===== src/rtl/block_seq_ctrl.sv =====
// Symbol sequencer between the Huffman/VLI decoder and block_buffer: tracks the zig-zag index,
// issues buffer writes, applies DC prediction when BLOCK_SEQ_DC_PRED_EN is defined.
module block_seq_ctrl #(
  parameter int unsigned NUM_COMP  = 3,
  parameter int unsigned BLK_COEFS = 64
) (
  input  logic        clk,
  input  logic        rst,
  input  logic        sym_valid,
  output logic        sym_ready,
  input  logic        sym_is_dc,
  input  logic        sym_eob,
  input  logic        sym_zrl,
  input  logic [3:0]  sym_run,
  input  logic [11:0] sym_value,
  input  logic [1:0]  sym_comp,
  input  logic        restart,
  output logic [3:0]  buf_run,
  output logic [11:0] buf_value,
  output logic        buf_wr_en,
  input  logic        buf_valid,
  output logic        blk_valid,
  input  logic        blk_ready,
  output logic [1:0]  blk_comp,
  output logic [6:0]  coef_idx,
  output logic        err
);

  localparam logic [2:0] NumCompW  = 3'(NUM_COMP);
  localparam logic [7:0] BlkCoefsW = 8'(BLK_COEFS);

  typedef enum logic [2:0] {StIdle, StAc, StFlush, StWaitBuf, StHold} state_e;

  state_e      state_q, state_d;
  logic        ready_q, ready_d;
  logic        wr_en_q, wr_en_d;
  logic [3:0]  run_q, run_d;
  logic [11:0] value_q, value_d;
  logic        blk_valid_q, blk_valid_d;
  logic [1:0]  blk_comp_q, blk_comp_d;
  logic [6:0]  coef_idx_q, coef_idx_d;
  logic        err_q, err_d;

  logic        sym_fire;
  logic        comp_bad;
  logic        dc_wr;
  logic [7:0]  adv;
  logic [7:0]  sum;
  logic [11:0] dc_value;

  assign sym_fire = sym_valid & ready_q;
  assign comp_bad = ({1'b0, sym_comp} >= NumCompW);
  assign adv      = sym_zrl ? 8'd16 : ({4'b0000, sym_run} + 8'd1);
  assign sum      = {1'b0, coef_idx_q} + adv;

`ifdef BLOCK_SEQ_DC_PRED_EN
  logic [3:0][11:0] pred_q, pred_d;
  logic [1:0]       comp_sel;
  logic [11:0]      pred_base;

  // Out-of-range components fall back to predictor 0.
  assign comp_sel  = comp_bad ? 2'd0 : sym_comp;
  assign pred_base = restart ? 12'd0 : pred_q[comp_sel];
  assign dc_value  = pred_base + sym_value;

  always_comb begin
    pred_d = pred_q;
    if (restart) pred_d = '0;
    if (dc_wr) pred_d[comp_sel] = dc_value;
  end

  always_ff @(posedge clk) begin
    if (!rst) pred_q <= '0;
    else      pred_q <= pred_d;
  end
`else
  logic unused_restart;
  assign unused_restart = restart;
  assign dc_value       = sym_value;
`endif

  always_comb begin
    state_d     = state_q;
    wr_en_d     = 1'b0;
    run_d       = run_q;
    value_d     = value_q;
    blk_valid_d = blk_valid_q;
    blk_comp_d  = blk_comp_q;
    coef_idx_d  = coef_idx_q;
    err_d       = err_q;
    dc_wr       = 1'b0;

    unique case (state_q)
      StIdle: begin
        if (sym_fire) begin
          if (sym_is_dc) begin
            dc_wr      = 1'b1;
            err_d      = err_q | comp_bad;
            blk_comp_d = sym_comp;
            wr_en_d    = 1'b1;
            run_d      = 4'd0;
            value_d    = dc_value;
            coef_idx_d = 7'd1;
            state_d    = StAc;
          end else begin
            err_d = 1'b1;
          end
        end
      end
      StAc: begin
        if (sym_fire) begin
          // EOB, stray DC and overflow all end in the same flush write, loaded here
          // so it appears while the FSM sits in StFlush.
          if (sym_is_dc || sym_eob || (sum > BlkCoefsW)) begin
            err_d   = err_q | ~sym_eob | sym_is_dc;
            wr_en_d = 1'b1;
            run_d   = 4'd0;
            value_d = 12'd0;
            state_d = StFlush;
          end else begin
            wr_en_d    = 1'b1;
            run_d      = sym_zrl ? 4'd15 : sym_run;
            value_d    = sym_zrl ? 12'd0 : sym_value;
            coef_idx_d = sum[6:0];
            if (sum == BlkCoefsW) state_d = StWaitBuf;
          end
        end
      end
      StFlush: begin
        state_d = StWaitBuf;
      end
      StWaitBuf: begin
        if (buf_valid) begin
          blk_valid_d = 1'b1;
          state_d     = StHold;
        end
      end
      StHold: begin
        if (blk_valid_q && blk_ready) begin
          blk_valid_d = 1'b0;
          coef_idx_d  = 7'd0;
          state_d     = StIdle;
        end
      end
      default: state_d = StIdle;
    endcase

    ready_d = (state_d == StIdle) || (state_d == StAc);
  end

  always_ff @(posedge clk) begin
    if (!rst) begin
      state_q     <= StIdle;
      ready_q     <= 1'b0;
      wr_en_q     <= 1'b0;
      run_q       <= 4'd0;
      value_q     <= 12'd0;
      blk_valid_q <= 1'b0;
      blk_comp_q  <= 2'd0;
      coef_idx_q  <= 7'd0;
      err_q       <= 1'b0;
    end else begin
      state_q     <= state_d;
      ready_q     <= ready_d;
      wr_en_q     <= wr_en_d;
      run_q       <= run_d;
      value_q     <= value_d;
      blk_valid_q <= blk_valid_d;
      blk_comp_q  <= blk_comp_d;
      coef_idx_q  <= coef_idx_d;
      err_q       <= err_d;
    end
  end

  assign sym_ready = ready_q;
  assign buf_wr_en = wr_en_q;
  assign buf_run   = run_q;
  assign buf_value = value_q;
  assign blk_valid = blk_valid_q;
  assign blk_comp  = blk_comp_q;
  assign coef_idx  = coef_idx_q;
  assign err       = err_q;

endmodule


===== config.mk =====
export PLATFORM = sky130hd
export DESIGN_NAME = block_seq_ctrl
export DESIGN_NICKNAME = d
export VERILOG_FILES = /design/src/rtl/block_seq_ctrl.sv
export SDC_FILE = /design/constraint.sdc
export NUM_CORES = 1
export LEC_CHECK = 0
export CAP_MARGIN = 5
export CORE_ASPECT_RATIO = 0.75
export CORE_MARGIN = 4
export CORE_UTILIZATION = 33
export CTS_CLUSTER_SIZE = 25
export DETAILED_ROUTE_END_ITERATION = 7
export PLACE_DENSITY = 0.66
export RECOVER_POWER = 50
export SETUP_SLACK_MARGIN = 0.1
export SYNTH_ARGS = -nofsm -noshare
export SYNTH_HDL_FRONTEND = slang
export SYNTH_SLANG_ARGS = --single-unit

===== constraint.sdc =====
create_clock -name clk -period 7.8 [get_ports clk]
set_input_delay 1.95 -clock clk [delete_from_list [all_inputs] [get_ports clk]]
set_output_delay 1.95 -clock clk [all_outputs]
set_load 0.005 [all_outputs]

==> impl_metrics.toml <==
[run_status]
status = "complete, no violations"

[floorplan]
design.die.area_um2 = 6300
die_height_um = 69.8
die_x_um = 90.3
ios = 56
rows = 22
coreArea_um2 = 4900
start_util = 0.342

[synth]
ys_warn_count = 0
synth_top_area_cell = "dfxtp_1"
synth_ff_type = "dfxtp_1"
async_flop_share = 0
syn_inst = 185
synth_nets = 219
synth_edf_count = 0
synth_seq_area_share = 0.382
synth-seq-cells = 32
synth_top_area_frac = 0.382
synth_area_um2 = 1680
synth.distinct_cells = 48
synth.area.top_cells = "dfxtp_1 (38%), a32o_1 (8.4%), ha_1 (4.5%)"
avgSynthCellArea_um2 = 9.07

[critical_path]
startpoint = "sym_zrl"
reg2reg_to = "buf_value[0]"
max_stage_delay_ns = 0.53
required_ns = 8.02
crit_chain = "clkdlybuf4s50_1, nor2_1, ha_1, inv_1, fa_1, xor2_1, and4bb_2, mux2i_1, o311ai_4, a41o_1, a32o_1"
worst-setup-path-type = "in -> reg"
cp.arrival_ns = 5.05
start_kind = "input pin"
critPathMaxFanout = 12
ff2ff_setup_slack_ns = 4.99
critPathBufInv = 2
rr_startpoint = "coef_idx[0]"
critical_path.top_delay_family = "compound AO/OA/AOI/OAI gates"
endpoint_kind = "flip-flop"
rr_worst_depth = 9
critical-path-slowest-cell = "a41o_1"

[timing]
fin_worst_skew_ns = 0.00646
finalCriticalPeriod_ns = 4.83
tns_ns = 0
max_freq_mhz = 207
slew_violations = 0
slew_headroom = 0.219
holdWs_ns = 0.459
fin_crit_sh = 0.619
setup_violations = 0
timing.final.ws_setup_ns = 2.97
tightest_slew_ns = 1.17
hold_viol = 0
rsz0062_at_grt = "false"

[power_and_ir_drop]
leakage_nw = 0.990
finalPower_mw = 0.365
worst_ir_drop_vdd_mv = 0.0803
powerDensity_nw_per_um2 = 156

[clock_tree]
htreeDepth = 2
cts.sinks = 32
holdBufCountCts = 0
post-cts-setup-buffer-count = 0
cts_tree = "yes"
clkTransAtPathRegs_ns = 0.06
cts_buffers = 5
clock-root-buffer = "clkbuf_8"
clock_path_buffers = 2
cts_resized = 0
clock_latency_ns = 0.28

[route]
ant_nets = 0
wirelength_um = 4380
vias = 1606
first_iter_violations = 102
viasPerCell = 5.39
drcViolationCount = 0
firstDrtPassIters = 4
routedWlPerCell_um = 14.7

[hold_path]
min_path_cells = 1
min_path_type = "reg -> reg"
holdPathEnd = "buf_value[5]"
hold_path.startpoint = "buf_value[5]"

[global_routing]
grt_pass1_wl_um = 7220
antenna_found_initial = 0
grt_pass1_vias = 1425
gr-usage-all-layers = 0.140
overflow = 0
grt_max_degree = 26

[placement]
gp_congestion = 0.843
dp_hpwl_um = 3310
port_buffers = 54
pre_cts_ws_ns = 2.69

[final_layout]
syn_to_final_growth_pct = 39.7
filler_cell_count = 485
layout.nets = 271
post-route-util = 0.479
antenna_cells = 0
drive_gt1_frac = 0.0504

[flow_run]
cap_violations = 0
-- synth_stat cells (2+ instances only) --
| cell type | number |
|---|---|
| a21o_1 | 2 |
| a21oi_1 | 8 |
| a221oi_1 | 2 |
| a32o_1 | 14 |
| clkbuf_1 | 8 |
| dfxtp_1 | 32 |
| ha_1 | 6 |
| inv_1 | 8 |
| mux2i_1 | 3 |
| nand2_1 | 18 |
| nand2b_1 | 2 |
| nand3_1 | 8 |
| nand3b_1 | 2 |
| nor2_1 | 15 |
| nor2b_1 | 5 |
| nor3_1 | 5 |
| nor3b_1 | 2 |
| o211a_1 | 2 |
| o21a_1 | 2 |
| o21ai_0 | 3 |
| o2bb2ai_1 | 4 |
| o31ai_1 | 5 |
| xnor2_1 | 2 |
| xor2_1 | 3 |
-- cells by family (layout without fill, tap and decap cells) --
group	after synthesis	in the layout	synth area share
XOR/XNOR	5	5	0.0261
adder cells (fa/ha/maj)	7	7	0.0567
AND/OR/NAND/NOR	69	69	0.215
multiplexers	3	3	0.0179
AO/OA/AOI/OAI	52	52	0.260
flip-flops	32	32	0.382
buffers and inverters	17	70	0.0425
-- cell type report --
cell class	count	area, um2	share of cell area
multi-input cells	136	966	0.412
flip-flops and latches	32	641	0.273
repair buffers	54	541	0.231
clock buffers	6	82.6	0.0352
well taps	60	75.1	0.0320
inverters	8	30.0	0.0128
clock inverters	2	10.0	0.00427
-- layout by cell type (no fill, tap or decap), types with 2 or more instances in the layout --
cell type        count
dfxtp_1             32
dlygate4sd3_1       29
clkdlybuf4s50_1     25
nand2_1             18
nor2_1              15
a32o_1              14
inv_1                8
nand3_1              8
a21oi_1              8
ha_1                 6
clkbuf_8             6
nor2b_1              5
nor3_1               5
o31ai_1              5
o2bb2ai_1            4
xor2_1               3
mux2i_1              3
o21ai_0              3
xnor2_1              2
nand3b_1             2
a21o_1               2
o211a_1              2
o21a_1               2
nor3b_1              2
a221oi_1             2
nand2b_1             2
clkinv_2             2
-- routing by layer --
metal	GRT usage	part of all wire	vias up
met4	0.0357	0.0057	0
met5	0	0	-
li1	-	-	804
met3	0.0456	0.089	3
met2	0.189	0.41	62
met1	0.211	0.50	737
-- worst max-delay path by stage --
stage / slack (ns) / cells after the start / end
2_1_floorplan: 3.52 / 11 / buf_value[0]
3_3_place_gp: 2.73 / 11 / buf_value[6]
3_5_place_dp: 2.69 / 11 / buf_value[0]
4_1_cts: 2.98 / 11 / buf_value[0]
5_1_grt: 2.74 / 11 / buf_value[1]
6_report: 2.97 / 11 / buf_value[0]
-- stage by stage --
step,cell area [um2],std cells
3_5_place_dp,2250,290
4_1_cts,2340,298
3_3_place_gp,2250,290
5_1_grt,2340,298
2_1_floorplan,1680,185
6_report,2340,298
-- flip-flops by register name, summed over array words and instances (netlist names) --
register and count:
buf_value 12, err 1, buf_wr_en 1, sym_ready 1
blk_comp 2, state_q 3, buf_run 4, coef_idx 7
blk_valid 1
-- worst register-to-register path: cells and delay by family, from the launching register on --
| kind | cells | cell delay [ns] |
|---|---|---|
| compound gates | 3 | 1.13 |
| xor+xnor | 1 | 0.23 |
| fa+ha+maj | 2 | 0.58 |
| buf+inv | 1 | 0.05 |
| flops | 1 | 0.38 |
| mux | 1 | 0.12 |
| simple gates | 1 | 0.25 |
-- power by group --
part | total (mW) | internal (mW) | switching (mW)
registers | 0.174 | 0.169 | 0.00446
clock network | 0.131 | 0.0703 | 0.0610
logic | 0.0599 | 0.0310 | 0.0289
total | 0.365 | 0.270 | 0.0944
Note: power is estimated with default switching activity, not from simulation.
